`src/rtl/seq_mult8_ctrl.sv`:
```
// seq_mult8_ctrl
//   Sequential unsigned multiplier. It computes a WIDTH x WIDTH product with one
//   (WIDTH/2)x(WIDTH/2) multiplier. Each cycle it forms one partial product and
//   adds it, shifted, into a 2*WIDTH accumulator. Requests are serialised with
//   valid/ready handshakes, and only one result is in flight at a time.
//
// Parameters
//   WIDTH      operand width (even, >= 4); the product is 2*WIDTH bits
//   EARLY_ZERO 1 = a zero operand skips the partial-product steps
//
// Ports
//   clk        rising-edge clock
//   rst_n      asynchronous active-low reset
//   in_valid   operand pair valid
//   in_ready   block can accept an operand pair (IDLE only)
//   a, b       unsigned operands, captured on accept
//   out_valid  product valid (DONE)
//   out_ready  consumer accepts the product
//   p          product; holds the last result until the next completion
//   busy       high whenever the FSM is not IDLE
module seq_mult8_ctrl #(
   parameter int unsigned WIDTH      = 8,
   parameter bit          EARLY_ZERO = 1'b1
) (
   input  logic               clk,
   input  logic               rst_n,
   input  logic               in_valid,
   output logic               in_ready,
   input  logic [WIDTH-1:0]   a,
   input  logic [WIDTH-1:0]   b,
   output logic               out_valid,
   input  logic               out_ready,
   output logic [2*WIDTH-1:0] p,
   output logic               busy
);

   localparam int unsigned H  = WIDTH / 2;
   localparam int unsigned PW = 2 * WIDTH;

   typedef enum logic [1:0] {IDLE, MUL, DONE} state_t;

   state_t           state_q;
   logic [WIDTH-1:0] a_q, b_q;
   logic [PW-1:0]    acc_q, p_q;
   logic [1:0]       step_q;
   logic             in_ready_q, out_valid_q, busy_q;

   logic [H-1:0]     mul_x, mul_y;
   logic [WIDTH-1:0] prod;
   logic [PW-1:0]    prod_ext, term, sum_d;
   logic             zero_op;

   // Select the operand halves for the current step: LL, LH, HL, HH.
   always_comb begin
      mul_x = a_q[H-1:0];
      mul_y = b_q[H-1:0];
      case (step_q)
         2'd1: mul_y = b_q[WIDTH-1:H];
         2'd2: mul_x = a_q[WIDTH-1:H];
         2'd3: begin
            mul_x = a_q[WIDTH-1:H];
            mul_y = b_q[WIDTH-1:H];
         end
         default: ;
      endcase
   end

   assign prod     = WIDTH'(mul_x) * WIDTH'(mul_y);
   assign prod_ext = {{WIDTH{1'b0}}, prod};

   // Each middle term is added on its own step, so no (H+1)-bit cross sum is needed.
   always_comb begin
      term = prod_ext;
      case (step_q)
         2'd1, 2'd2: term = prod_ext << H;
         2'd3:       term = prod_ext << (2 * H);
         default:    term = prod_ext;
      endcase
   end

   assign sum_d   = acc_q + term;
   assign zero_op = (a_q == '0) || (b_q == '0);

   always_ff @(posedge clk or negedge rst_n) begin
      if (!rst_n) begin
         state_q     <= IDLE;
         a_q         <= '0;
         b_q         <= '0;
         acc_q       <= '0;
         p_q         <= '0;
         step_q      <= '0;
         in_ready_q  <= 1'b1;
         out_valid_q <= 1'b0;
         busy_q      <= 1'b0;
      end else begin
         case (state_q)
            IDLE: begin
               if (in_valid) begin
                  a_q        <= a;
                  b_q        <= b;
                  acc_q      <= '0;
                  step_q     <= '0;
                  in_ready_q <= 1'b0;
                  busy_q     <= 1'b1;
                  state_q    <= MUL;
               end
            end
            MUL: begin
               // The zero test is made on the registered operands in the first
               // MUL cycle, so the shortcut completes one cycle after accept.
               if (EARLY_ZERO && (step_q == 2'd0) && zero_op) begin
                  p_q         <= '0;
                  out_valid_q <= 1'b1;
                  state_q     <= DONE;
               end else begin
                  acc_q  <= sum_d;
                  step_q <= step_q + 2'd1;
                  if (step_q == 2'd3) begin
                     p_q         <= sum_d;
                     out_valid_q <= 1'b1;
                     state_q     <= DONE;
                  end
               end
            end
            DONE: begin
               if (out_ready) begin
                  out_valid_q <= 1'b0;
                  in_ready_q  <= 1'b1;
                  busy_q      <= 1'b0;
                  state_q     <= IDLE;
               end
            end
            default: begin
               state_q     <= IDLE;
               in_ready_q  <= 1'b1;
               out_valid_q <= 1'b0;
               busy_q      <= 1'b0;
            end
         endcase
      end
   end

   assign in_ready  = in_ready_q;
   assign out_valid = out_valid_q;
   assign p         = p_q;
   assign busy      = busy_q;

endmodule
```
`config.mk`:
```
export PLATFORM = sky130hd
export DESIGN_NAME = seq_mult8_ctrl
export DESIGN_NICKNAME = d
export VERILOG_FILES = /design/src/rtl/seq_mult8_ctrl.sv
export SDC_FILE = /design/constraint.sdc
export NUM_CORES = 1
export LEC_CHECK = 0
export ABC_AREA = 0
export CAP_MARGIN = 20
export CORE_MARGIN = 1
export CORE_UTILIZATION = 40
export CTS_CLUSTER_DIAMETER = 150
export DETAILED_ROUTE_END_ITERATION = 7
export PLACE_DENSITY = 0.65
export SYNTH_ARGS = -nofsm -noshare
export SYNTH_HDL_FRONTEND = slang
export SYNTH_SLANG_ARGS = --single-unit
export TNS_END_PERCENT = 20
```
`constraint.sdc`:
```
create_clock -name clk -period 7.83 [get_ports clk]
set_input_delay 0.783 -clock clk [delete_from_list [all_inputs] [get_ports clk]]
set_output_delay 0.783 -clock clk [all_outputs]
set_load 0.05 [all_outputs]
```
After elaboration in Yosys (flattened, before gate mapping)
Index checks and enable logic that the tools add are counted.

Divide/modulo/power cells: 0. Muxes and demuxes: 25. Bitwise gates (word level): 2. Multipliers: 1. Reductions and logical operators: 17. $add $sub $neg: 2. Order comparisons: 0. Equal/unequal tests: 9. Shifts and indexed selects: 0.

Operators with widths (number): $mux W16 (4); $pmux W16 S2 (2); $add A16 B16 Y16 (1); $logic_not A8 Y1 (2); $mux W2 (6); $reduce_and A3 Y1 (4); $pmux W1 S3 (3); $mul A4 B4 Y8 (1); $mux W4 (2); $eq A2 B2 Y1 const B (3); $mux W1 (6); $ne A2 B2 Y1 const B (3); $pmux W2 S3 (1); $reduce_or A2 Y1 (3); $eq A2 B1 Y1 const B (2); $logic_not A2 Y1 (2); $pmux W2 S2 (1); $reduce_and A2 Y1 (2); $reduce_bool A2 Y1 (2); $ne A3 B3 Y1 const B (1); $add A2 B1 Y2 const B (1); $not A1 Y1 (2); $logic_and A1 B1 Y1 (1); $logic_or A1 B1 Y1 (1).

Memory bits (writable): 0. Flip-flop bits (word level): 55. Memories: 0. ROM bits: 0. Input bits: 20. Word-level logic and storage cells: 65. Bits in latches: 0.

Logic depth before layout (Yosys ltp)
Gate-level depths: netlist of run 1.

Depth after elaboration: 8. Gate-level depth with buffers: 23. Depth with buffers taken out: 23.

Worst setup path before layout of run 1
OpenSTA, ideal clock, no wires.

Path kind: reg2reg. Start: reg step_q[0]. End: reg p_q[15], in the netlist p[15]. Path buffers: 0. Arrival time: 5.377 ns. Setup slack: 2.332 ns. Stages on the path, launching flop included: 22. Setup time: 0.121 ns. Clock period less this slack: 5.498 ns. Cell sequence: dfrtp_1 ha_1 nor2_1 mux2i_1 or2_2 fa_1 inv_1 fa_1 inv_1 fa_1 nor2b_1 o21ai_0 nand2_1 xor2_1 a22o_1 ha_1 a211oi_1 nor2_1 a211o_1 a211oi_4 xnor3_1 a22o_1.

Cells in the longest elaborated chain, start to end: 8.

RTL lines: start: declaration (line 45) `logic [1:0] step_q;`; start signal: assignment (line 117) `step_q <= step_q + 2'd1;`; $eq A2 B2 Y1, or another cell as far along (line 57, 74, 118); $reduce_or A2 Y1 (no line); $mux W4 (line 57) `case (step_q)`; $mul A4 B4 Y8 (line 68) `assign prod = WIDTH'(mul_x) * WIDTH'(mul_y);`; $pmux W16 S2 (line 74) `case (step_q)`; $add A16 B16 Y16 (line 81) `assign sum_d = acc_q + term;`; $mux W16 (line 118) `if (step_q == 2'd3) begin`; $mux W16 (line 111) `if (EARLY_ZERO && (step_q == 2'd0) && zero_op) begin`; end signal: assignment (line 119) `p_q <= sum_d;`; end: declaration (line 44) `logic [PW-1:0] acc_q, p_q;`.

Parallel ways exist; a longest one is shown, timed or not. The select of a mux whose other input is x is not followed. A chain may end at the register's enable or synchronous reset.

Worst setup path after layout of run 1
Same ends and word-level chain as after synthesis.

==> impl_summary.md, run 1 <==
Run status
The flow ran to the end, and the final reports show no timing, DRC or antenna violations.

Timing
Setup repair after global routing left no endpoint under its margin. Static timing analysis puts the maximum clock frequency at 161 MHz. The number of max-slew violations in the final report is 0. For the final database, setup skew stands at 0.0104 ns.

The final critical delay including setup and external delays is 6.20 ns. In this run the tightest slew margin relative to its limit is 34.2%. The worst hold slack is 0.489 ns. The transition at the pin with the smallest max-transition slack is 0.985 ns. The least setup slack across all paths after layout is 1.63 ns.

The setup violation total in the final timing report is 0. The final critical-path share of the clock period is 79.2%. The final-report hold violation count is 0. For the final routed database, the setup TNS stands at 0 ns.

GRT
Summed over all layers, the global routing overflow is 0. The number of antenna violations at the first check in global routing was 0. Entering global routing, the biggest net connects 56 pins. The first global-routing pass estimated 14000 um of wire. The total routing resource utilization after global routing is 18.1%. The number of global-route vias before repair is 2900.

Power and ir drop
The share of total power dissipated in combinational logic is 66.7%. In this run the power density over the cells is 478 mW/mm2. Per report_power, the sequential group accounts for 24.0% of the total. The net load switching power is 1.04 mW. The post-layout total power is 2.07 mW.

The internal power component is 1.03 mW. The largest voltage drop on the vdd net is 0.224 mV. Summed over all cells, the static leakage comes to 2.14 nW. Of the total power, the clock network draws 9.3%.

Net switching is 50.2% of the power.

Floorplanning
From bottom edge to top edge, the die measures 98.4 um. In this run the core area contains 34 standard-cell rows. 39 I/O pins were placed. The core region is 0.00885 mm2. The initial standard-cell utilization of the core is 42.0%. The area of the die is 0.00968 mm2. The floorplan step set the die width to 98.4 um.

Route
The detailed-routing iteration count for the pre-antenna-repair pass is 6. The detail-routed net length per standard cell is 15.0 um. The number of nets with antenna violations after detailed routing is 0.

The number of vias per cell is 5.48. The initial detailed-routing violation count is 112. After detailed routing, the total wire length is 8430 um. The final route contains 3079 vias. The number of remaining DRC errors is 0.

Synth
The proportion of synthesized chip area in sequential cells is 37.1%. The share of synthesized registers carrying an async set or reset is 100%. The post-synthesis area per instance is 8.91 um2. The count of synthesis-stage warnings from yosys is 0. The synthesized net count is 474. In this run the cell area of the synthesized design comes to 0.00371 mm2. The synthesized design contains 0 enable-type register cells. Among all flip-flop cells after synthesis, the most frequent one is sky130_fd_sc_hd__dfrtp_1.

Counting flops and latches in the post-synthesis netlist gives 55. The unique cell type count in the Yosys netlist is 50. The instance count of the mapped netlist is 417.

Run
The number of maximum-capacitance violations is 0.

Cells and area
The number of antenna diodes in the final layout is 0. In the final layout, the share of cells above drive strength 1 is 5.29%. Once layout is done, the placed cells without fillers occupy 0.00433 mm2.

Across the whole layout, storage elements account for 0.00138 mm2. Leaving out fill and tap cells, the most frequent cell in the layout is sky130_fd_sc_hd__nand2_1. The multi-input combinational cells in the finished layout cover a total of 0.00221 mm2. The library cells used most frequently in the layout, excluding fill and tap cells, are sky130_fd_sc_hd__nand2_1, sky130_fd_sc_hd__dfrtp_1, sky130_fd_sc_hd__clkdlybuf4s50_1, sky130_fd_sc_hd__nor2_1, sky130_fd_sc_hd__ha_1. The layout filler cell count is 860. The net count of the finished layout is 510.

The post-synthesis to final-layout area growth is 16.5%.

Clocking
The insertion delay of the later-clocked pin in the worst-skew pair is 0.31 ns. The largest buffer count on any clock path is 2. Once the clock tree was built, the resizer swapped 0 gates to a different size. The number of CTS-inserted buffers is 5. After clock tree synthesis, the clock-pin slew on the worst setup and hold paths is 0.10 ns. Post-CTS timing repair inserted 0 buffers for setup. The root buffer selected by CTS is sky130_fd_sc_hd__clkbuf_8. The CTS tree is done.

The clock drives 55 sinks. The number of buffers inserted by hold repair at cts is 0. The number of H-tree branching levels is 2.

Setup path
Data arrives at the worst endpoint at 6.40 ns. STA classifies the critical path endpoint as a register. At the worst endpoint, the required time is 8.03 ns. The largest driver fanout on the critical path is 12. The path type of the worst setup path is register to register. The worst setup path is launched from a register.

Place
The post-place instance area is 0.00420 mm2. The weighted congestion at the end of routability-driven global placement is 0.910. Timing analysis after detailed placement gives a worst setup slack of 1.70 ns.

During placement, the flow inserted port buffers numbering 38. The sum of net half-perimeters after detailed placement is 6380 um.

Worst hold path
The worst hold path belongs to the class register to register.
## per-layer routing
metal  GRT usage (%)  part of all wire [%]
met5               0                     0
met2            30.4                    46
met3            3.29                   5.0
met4            4.25                  0.74
met1            24.3                    48
## cells in the mapped netlist (all sizes together) (10+ instances only)
cell    instances  area (um2)
nand2          75         282
dfrtp          54        1350
nor2           36         135
o21ai          35         175
ha             32         400
inv            19        71.3
nand3          18        90.1
clkbuf         12        45.0
mux2i          12         120
a21o           10        76.3
a21oi          10        50.1
a22o           10        87.6
xnor2          10        87.6
## cell type report
| cell class | count | share of cell area (%) |
|---|---|---|
| multi-input combinational | 329 | 51.1 |
| tap | 108 | 3.12 |
| clock inverter | 3 | 1.01 |
| timing repair buffer | 43 | 9.72 |
| sequential | 55 | 31.8 |
| clock buffer | 5 | 1.59 |
| inverter | 19 | 1.65 |
## sequential cells by signal, summed over array words and instances (netlist names)
register / cells
acc_q: 16
p: 16
a_q: 8
b_q: 8
state_q: 2
step_q: 2
busy: 1
in_ready: 1
out_valid: 1
## cell families after synthesis
group / share of synthesized area [%]
AND/OR/NAND/NOR: 20.4
AO/OA/AOI/OAI: 17.1
flip-flops: 37.1
adder cells (fa/ha/maj): 13.5
buffers and inverters: 3.44
XOR/XNOR: 4.38
multiplexers: 4.14
## final timing paths
path / start / end / slack [ns] / depth (start not counted)
max: step_q[0] / p[15] / 1.63 / 21
min: p[13] / p[13] / 0.49 / 2
max reg2reg: step_q[0] / p[15] / 1.63 / 21
min reg2reg: p[13] / p[13] / 0.49 / 2
max in group asynchronous: rst_n / a_q[2] / 6.79 / 2
min in group asynchronous: rst_n / p[12] / 0.58 / 2
## stage by stage
step	cells	utilization (%)
2_1_floorplan	417	-
3_3_place_gp	553	47.5
3_5_place_dp	553	47.5
4_1_cts	561	48.7
5_1_grt	562	48.9
6_report	562	48.9
## power by group through the flow
stage          Sequential [mW]  Combinational [mW]  Clock (mW)
5_1_grt                  0.512                1.53       0.209
3_5_place_dp             0.505                1.37           0
3_3_place_gp             0.502                1.35           0
6_report                 0.497                1.38       0.192
4_1_cts                  0.498                1.38       0.197
2_1_floorplan            0.610               0.898           0
## critical path: stages, from the launching register on
cell and delay, ns:
sky130_fd_sc_hd__dfrtp_1 0.45, sky130_fd_sc_hd__ha_1 0.35, sky130_fd_sc_hd__nor2_1 0.38, sky130_fd_sc_hd__mux2i_1 0.23, sky130_fd_sc_hd__or2_2 0.36, sky130_fd_sc_hd__fa_1 0.55, sky130_fd_sc_hd__inv_1 0.06, sky130_fd_sc_hd__fa_1 0.49
sky130_fd_sc_hd__ha_1 0.32, sky130_fd_sc_hd__a211oi_1 0.36, sky130_fd_sc_hd__o21ai_0 0.17, sky130_fd_sc_hd__a21oi_1 0.21, sky130_fd_sc_hd__xnor2_1 0.11, sky130_fd_sc_hd__a21oi_1 0.16, sky130_fd_sc_hd__nor2_1 0.07, sky130_fd_sc_hd__ha_1 0.39
sky130_fd_sc_hd__o21a_1 0.24, sky130_fd_sc_hd__o21ai_1 0.17, sky130_fd_sc_hd__a21oi_1 0.13, sky130_fd_sc_hd__a211oi_4 0.33, sky130_fd_sc_hd__xnor3_1 0.36, sky130_fd_sc_hd__a22o_1 0.20
(Power assumes the default switching activity.)
==> inputs of run 2 (changes only) <==
--- a/config.mk
+++ b/config.mk
@@ -11,7 +11,7 @@
 export CORE_UTILIZATION = 40
 export CTS_CLUSTER_DIAMETER = 150
 export DETAILED_ROUTE_END_ITERATION = 7
-export PLACE_DENSITY = 0.65
+export PLACE_DENSITY = 0.67
 export SYNTH_ARGS = -nofsm -noshare
 export SYNTH_HDL_FRONTEND = slang
 export SYNTH_SLANG_ARGS = --single-unit
==> constraint.sdc (replaced) <==
create_clock -name clk -period 5.7 [get_ports clk]
set_input_delay 0.57 -clock clk [delete_from_list [all_inputs] [get_ports clk]]
set_output_delay 0.57 -clock clk [all_outputs]
set_load 0.05 [all_outputs]
==> run 2 against run 1 <==
Compared with the run above:
- clock skew fell by 0.0021 ns
- power rose by 44%
- non-clock buffer count rose by 16
==> impl_summary.md, run 2 (same netlist as run 1, synthesis figures left out) <==
Floorplanning
The area of the die is 0.00968 mm2 (unchanged). The floorplan row count is 34 (unchanged). The core region area is 0.00885 mm2 (unchanged).

The initial standard-cell utilization of the core is 42.0% (unchanged). The I/O pin total is 39 (unchanged). The width of the die is 98.4 um (unchanged). The vertical die dimension came to 98.4 um (unchanged).

Setup path
The reg2reg setup slack is 0.26 ns (was 1.63 ns). The startpoint type of the worst setup path is a register (unchanged). The largest driver fanout on the critical path was 6 (was 12). The worst setup path startpoint is step_q[1] (was step_q[0]).

The endpoint of the lowest-slack register-to-register path is p[13] (was p[15]). The cell that appears most often on the critical path is sky130_fd_sc_hd__buf_4. The path type of the worst setup path is register to register (unchanged). Cell-by-cell listing of the critical path: buf_4 -> ha_1 -> nor2_1 -> buf_4 -> mux2i_1 -> or2_2 -> fa_1 -> inv_1 -> fa_1 -> inv_1 -> fa_2 -> nor2b_1 -> o21ai_0 -> nand2_1 -> xor2_2 -> a22o_1 -> ha_4 -> a211oi_2 -> nor2_1 -> a211o_1 -> buf_4 -> a211oi_4 -> mux2i_1 -> nand3_1 (was ha_1 -> nor2_1 -> mux2i_1 -> or2_2 -> fa_1 -> inv_1 -> fa_1 -> ha_1 -> a211oi_1 -> o21ai_0 -> a21oi_1 -> xnor2_1 -> a21oi_1 -> nor2_1 -> ha_1 -> o21a_1 -> o21ai_1 -> a21oi_1 -> a211oi_4 -> xnor3_1 -> a22o_1). The slowest cell on the critical path is sky130_fd_sc_hd__fa_1 (unchanged). The worst-case reg-to-reg path depth was 24 (was 21).

The worst stage delay on the critical path is 0.58 ns (was 0.55 ns). The total buffers and inverters traversed by the critical path came to 5 (was 1). The arrival time at the worst endpoint is 5.64 ns (was 6.40 ns).

The launch point of the worst reg-to-reg path was step_q[1] (was step_q[0]). The endpoint type of the worst setup path is a register (unchanged). The worst endpoint required time is 5.90 ns (was 8.03 ns). The top cell family by delay on the critical path is adder cells (unchanged).

Timing
The worst slew slack as a fraction of its limit was 41.5% (was 34.2%). The worst hold slack was 0.371 ns (was 0.489 ns). The final-report hold violation count was 0 (unchanged). The number of max-slew violations in the final report is 0 (unchanged). The transition at the pin with the smallest max-transition slack is 0.875 ns (was 0.985 ns). The final critical delay including setup and external delays is 5.44 ns (was 6.20 ns). The final critical-path share of the clock period is 95.4% (was 79.2%). The setup violation total in the final timing report is 0 (unchanged).

The peak clock frequency supported by timing was 184 MHz (was 161 MHz). The final clock skew came to 0.00835 ns (was 0.0104 ns).

Clocking
The largest buffer count on any clock path is 2 (unchanged). The total clock sinks is 55 (unchanged). The number of CTS-inserted buffers is 5 (unchanged). The insertion delay of the later-clocked pin in the worst-skew pair is 0.32 ns (was 0.31 ns).

The CTS tree is done (unchanged). The number of buffers inserted by hold repair at cts is 0 (unchanged). The root buffer selected by CTS is sky130_fd_sc_hd__clkbuf_8 (unchanged). The number of H-tree branching levels is 2 (unchanged). The clock transition at the registers of the reported paths came to 0.11 ns (was 0.10 ns).

GRT
The number of antenna violations at the first check in global routing is 0 (unchanged). The total overflow reported by the global router is 0 (unchanged). The pin count of the biggest net entering global routing is 56 (unchanged). The number of global-route vias before repair was 3071 (was 2900). The total routing resource utilization after global routing is 18.5% (was 18.1%). The first-pass GRT wire length was 14400 um (was 14000 um).

Power and ir drop
The post-layout total power is 2.98 mW (was 2.07 mW). The reported leakage power came to 2.21 nW (was 2.14 nW). The power density normalized to cell area was 659 mW/mm2 (was 478 mW/mm2). The largest voltage drop on the vdd net came to 0.304 mV (was 0.224 mV).

Route
The detail-routed net length per standard cell was 14.8 um (was 15.0 um). The number of nets with antenna violations after detailed routing came to 0 (unchanged). The total length of routed wires came to 8560 um (was 8430 um).

The number of remaining DRC errors was 0 (unchanged). The number of vias per cell came to 5.41 (was 5.48). The total via count after detailed routing is 3127 (was 3079). The initial detailed-routing violation count is 160 (was 112). The detailed-routing iteration count for the pre-antenna-repair pass is 6 (unchanged).

Cells and area
The count of nets after finishing was 526 (was 510). The post-synthesis to final-layout area growth was 21.7% (was 16.5%). The most common cell after layout, fill and taps aside is sky130_fd_sc_hd__nand2_1 (unchanged). The post-route non-filler standard cell count came to 578 (was 562). The count of antenna diodes in the layout is 0 (unchanged). The core occupancy in the finished layout is 51.1% (was 48.9%). The sequential cell area in the final layout came to 0.00138 mm2 (about the same). The fraction of final layout cells sized beyond drive strength 1 came to 11.9% (was 5.29%).

Commonest cells after routing, fill and taps aside: sky130_fd_sc_hd__nand2_1, sky130_fd_sc_hd__dfrtp_1, sky130_fd_sc_hd__clkdlybuf4s50_1, sky130_fd_sc_hd__nor2_1, sky130_fd_sc_hd__ha_1 (unchanged). The area occupied by multi-input gates came to 0.00230 mm2 (was 0.00221 mm2). The layout filler cell count is 849 (was 860).

Worst hold path
The worst hold path class was primary input to async pin (was register to register).

Place
The weighted congestion at the end of routability-driven global placement is 0.893 (was 0.910). The cell count after placement was 562 (was 553). The number of port buffers is 38 (unchanged). The sum of net half-perimeters after detailed placement is 6360 um (was 6380 um).

Run
The number of maximum-capacitance violations was 0 (unchanged).

Run status
Result of the run: completed (unchanged).
run 2: how the worst max path moves through the flow:
stage / depth (start not counted) / endpoint
after floorplan: 21 / p[15]
after global placement: 23 / p[15]
after detailed placement: 22 / p[15]
after CTS: 22 / p[15]
after global routing: 24 / p[13]
final: 24 / p[13]
run 2: metrics by stage:
stage,cell area (um2),worst slack [ns],setup TNS (ns)
floorplan,3710,0.202,0
global placement,4270,0.0930,0
detailed placement,4270,-0.00527,-0.00527
CTS,4370,0.0238,0
global route,4520,-0.00970,-0.00970
finish,4520,0.262,0
run 2: routing by layer:
metal / GRT usage, % / part of all wire [%] / vias to the layer above
li1: - / - / 1557
met4: 3.90 / 1.3 / 0
met2: 32.8 / 49 / 75
met3: 2.93 / 4.9 / 13
met5: 0 / 0 / -
met1: 23.8 / 45 / 1482
run 2: layout make-up:
class                   instances  area share [%]
inverters                      19            1.58
repair buffers                 59            12.0
clock inverters                 3           0.554
flip-flops and latches         55            30.5
multi-input cells             329            50.9
well taps                     108            2.99
clock buffers                   5            1.52
run 2: worst register-to-register path, cell delays in order (launching register included):
cell	delay, ns
sky130_fd_sc_hd__dfrtp_1	0.44
sky130_fd_sc_hd__buf_4	0.15
sky130_fd_sc_hd__ha_1	0.16
sky130_fd_sc_hd__nor2_1	0.09
sky130_fd_sc_hd__buf_4	0.16
sky130_fd_sc_hd__mux2i_1	0.09
sky130_fd_sc_hd__or2_2	0.30
sky130_fd_sc_hd__fa_1	0.53
sky130_fd_sc_hd__inv_1	0.05
sky130_fd_sc_hd__fa_1	0.58
sky130_fd_sc_hd__inv_1	0.08
sky130_fd_sc_hd__fa_2	0.34
sky130_fd_sc_hd__nor2b_1	0.11
sky130_fd_sc_hd__o21ai_0	0.08
sky130_fd_sc_hd__nand2_1	0.11
sky130_fd_sc_hd__xor2_2	0.21
sky130_fd_sc_hd__a22o_1	0.22
sky130_fd_sc_hd__ha_4	0.23
sky130_fd_sc_hd__a211oi_2	0.18
sky130_fd_sc_hd__nor2_1	0.09
sky130_fd_sc_hd__a211o_1	0.35
sky130_fd_sc_hd__buf_4	0.17
sky130_fd_sc_hd__a211oi_4	0.28
sky130_fd_sc_hd__mux2i_1	0.24
sky130_fd_sc_hd__nand3_1	0.09
run 2: what timing repair did:
| action | CTS | global route |
|---|---|---|
| setup endpoints to repair | 1 | 8 |
| gates resized for setup | 1 | 21 |
| pin swaps | 1 | 13 |
| setup buffers | 1 | 6 |
run 2: where the power goes:
part	total [mW]	internal, mW	switching [mW]
sequential	0.680	0.558	0.122
combinational	2.07	0.848	1.23
clock	0.225	0.0882	0.136
==> inputs of run 3 (changes only) <==
--- a/config.mk
+++ b/config.mk
@@ -11,6 +11,7 @@
 export CORE_UTILIZATION = 40
 export CTS_CLUSTER_DIAMETER = 150
 export DETAILED_ROUTE_END_ITERATION = 7
+export HOLD_SLACK_MARGIN = 0.12
 export PLACE_DENSITY = 0.67
 export SYNTH_ARGS = -nofsm -noshare
 export SYNTH_HDL_FRONTEND = slang
==> results of run 3 <==
No change in the layout: final DEF, timing and power equal those of run 2.
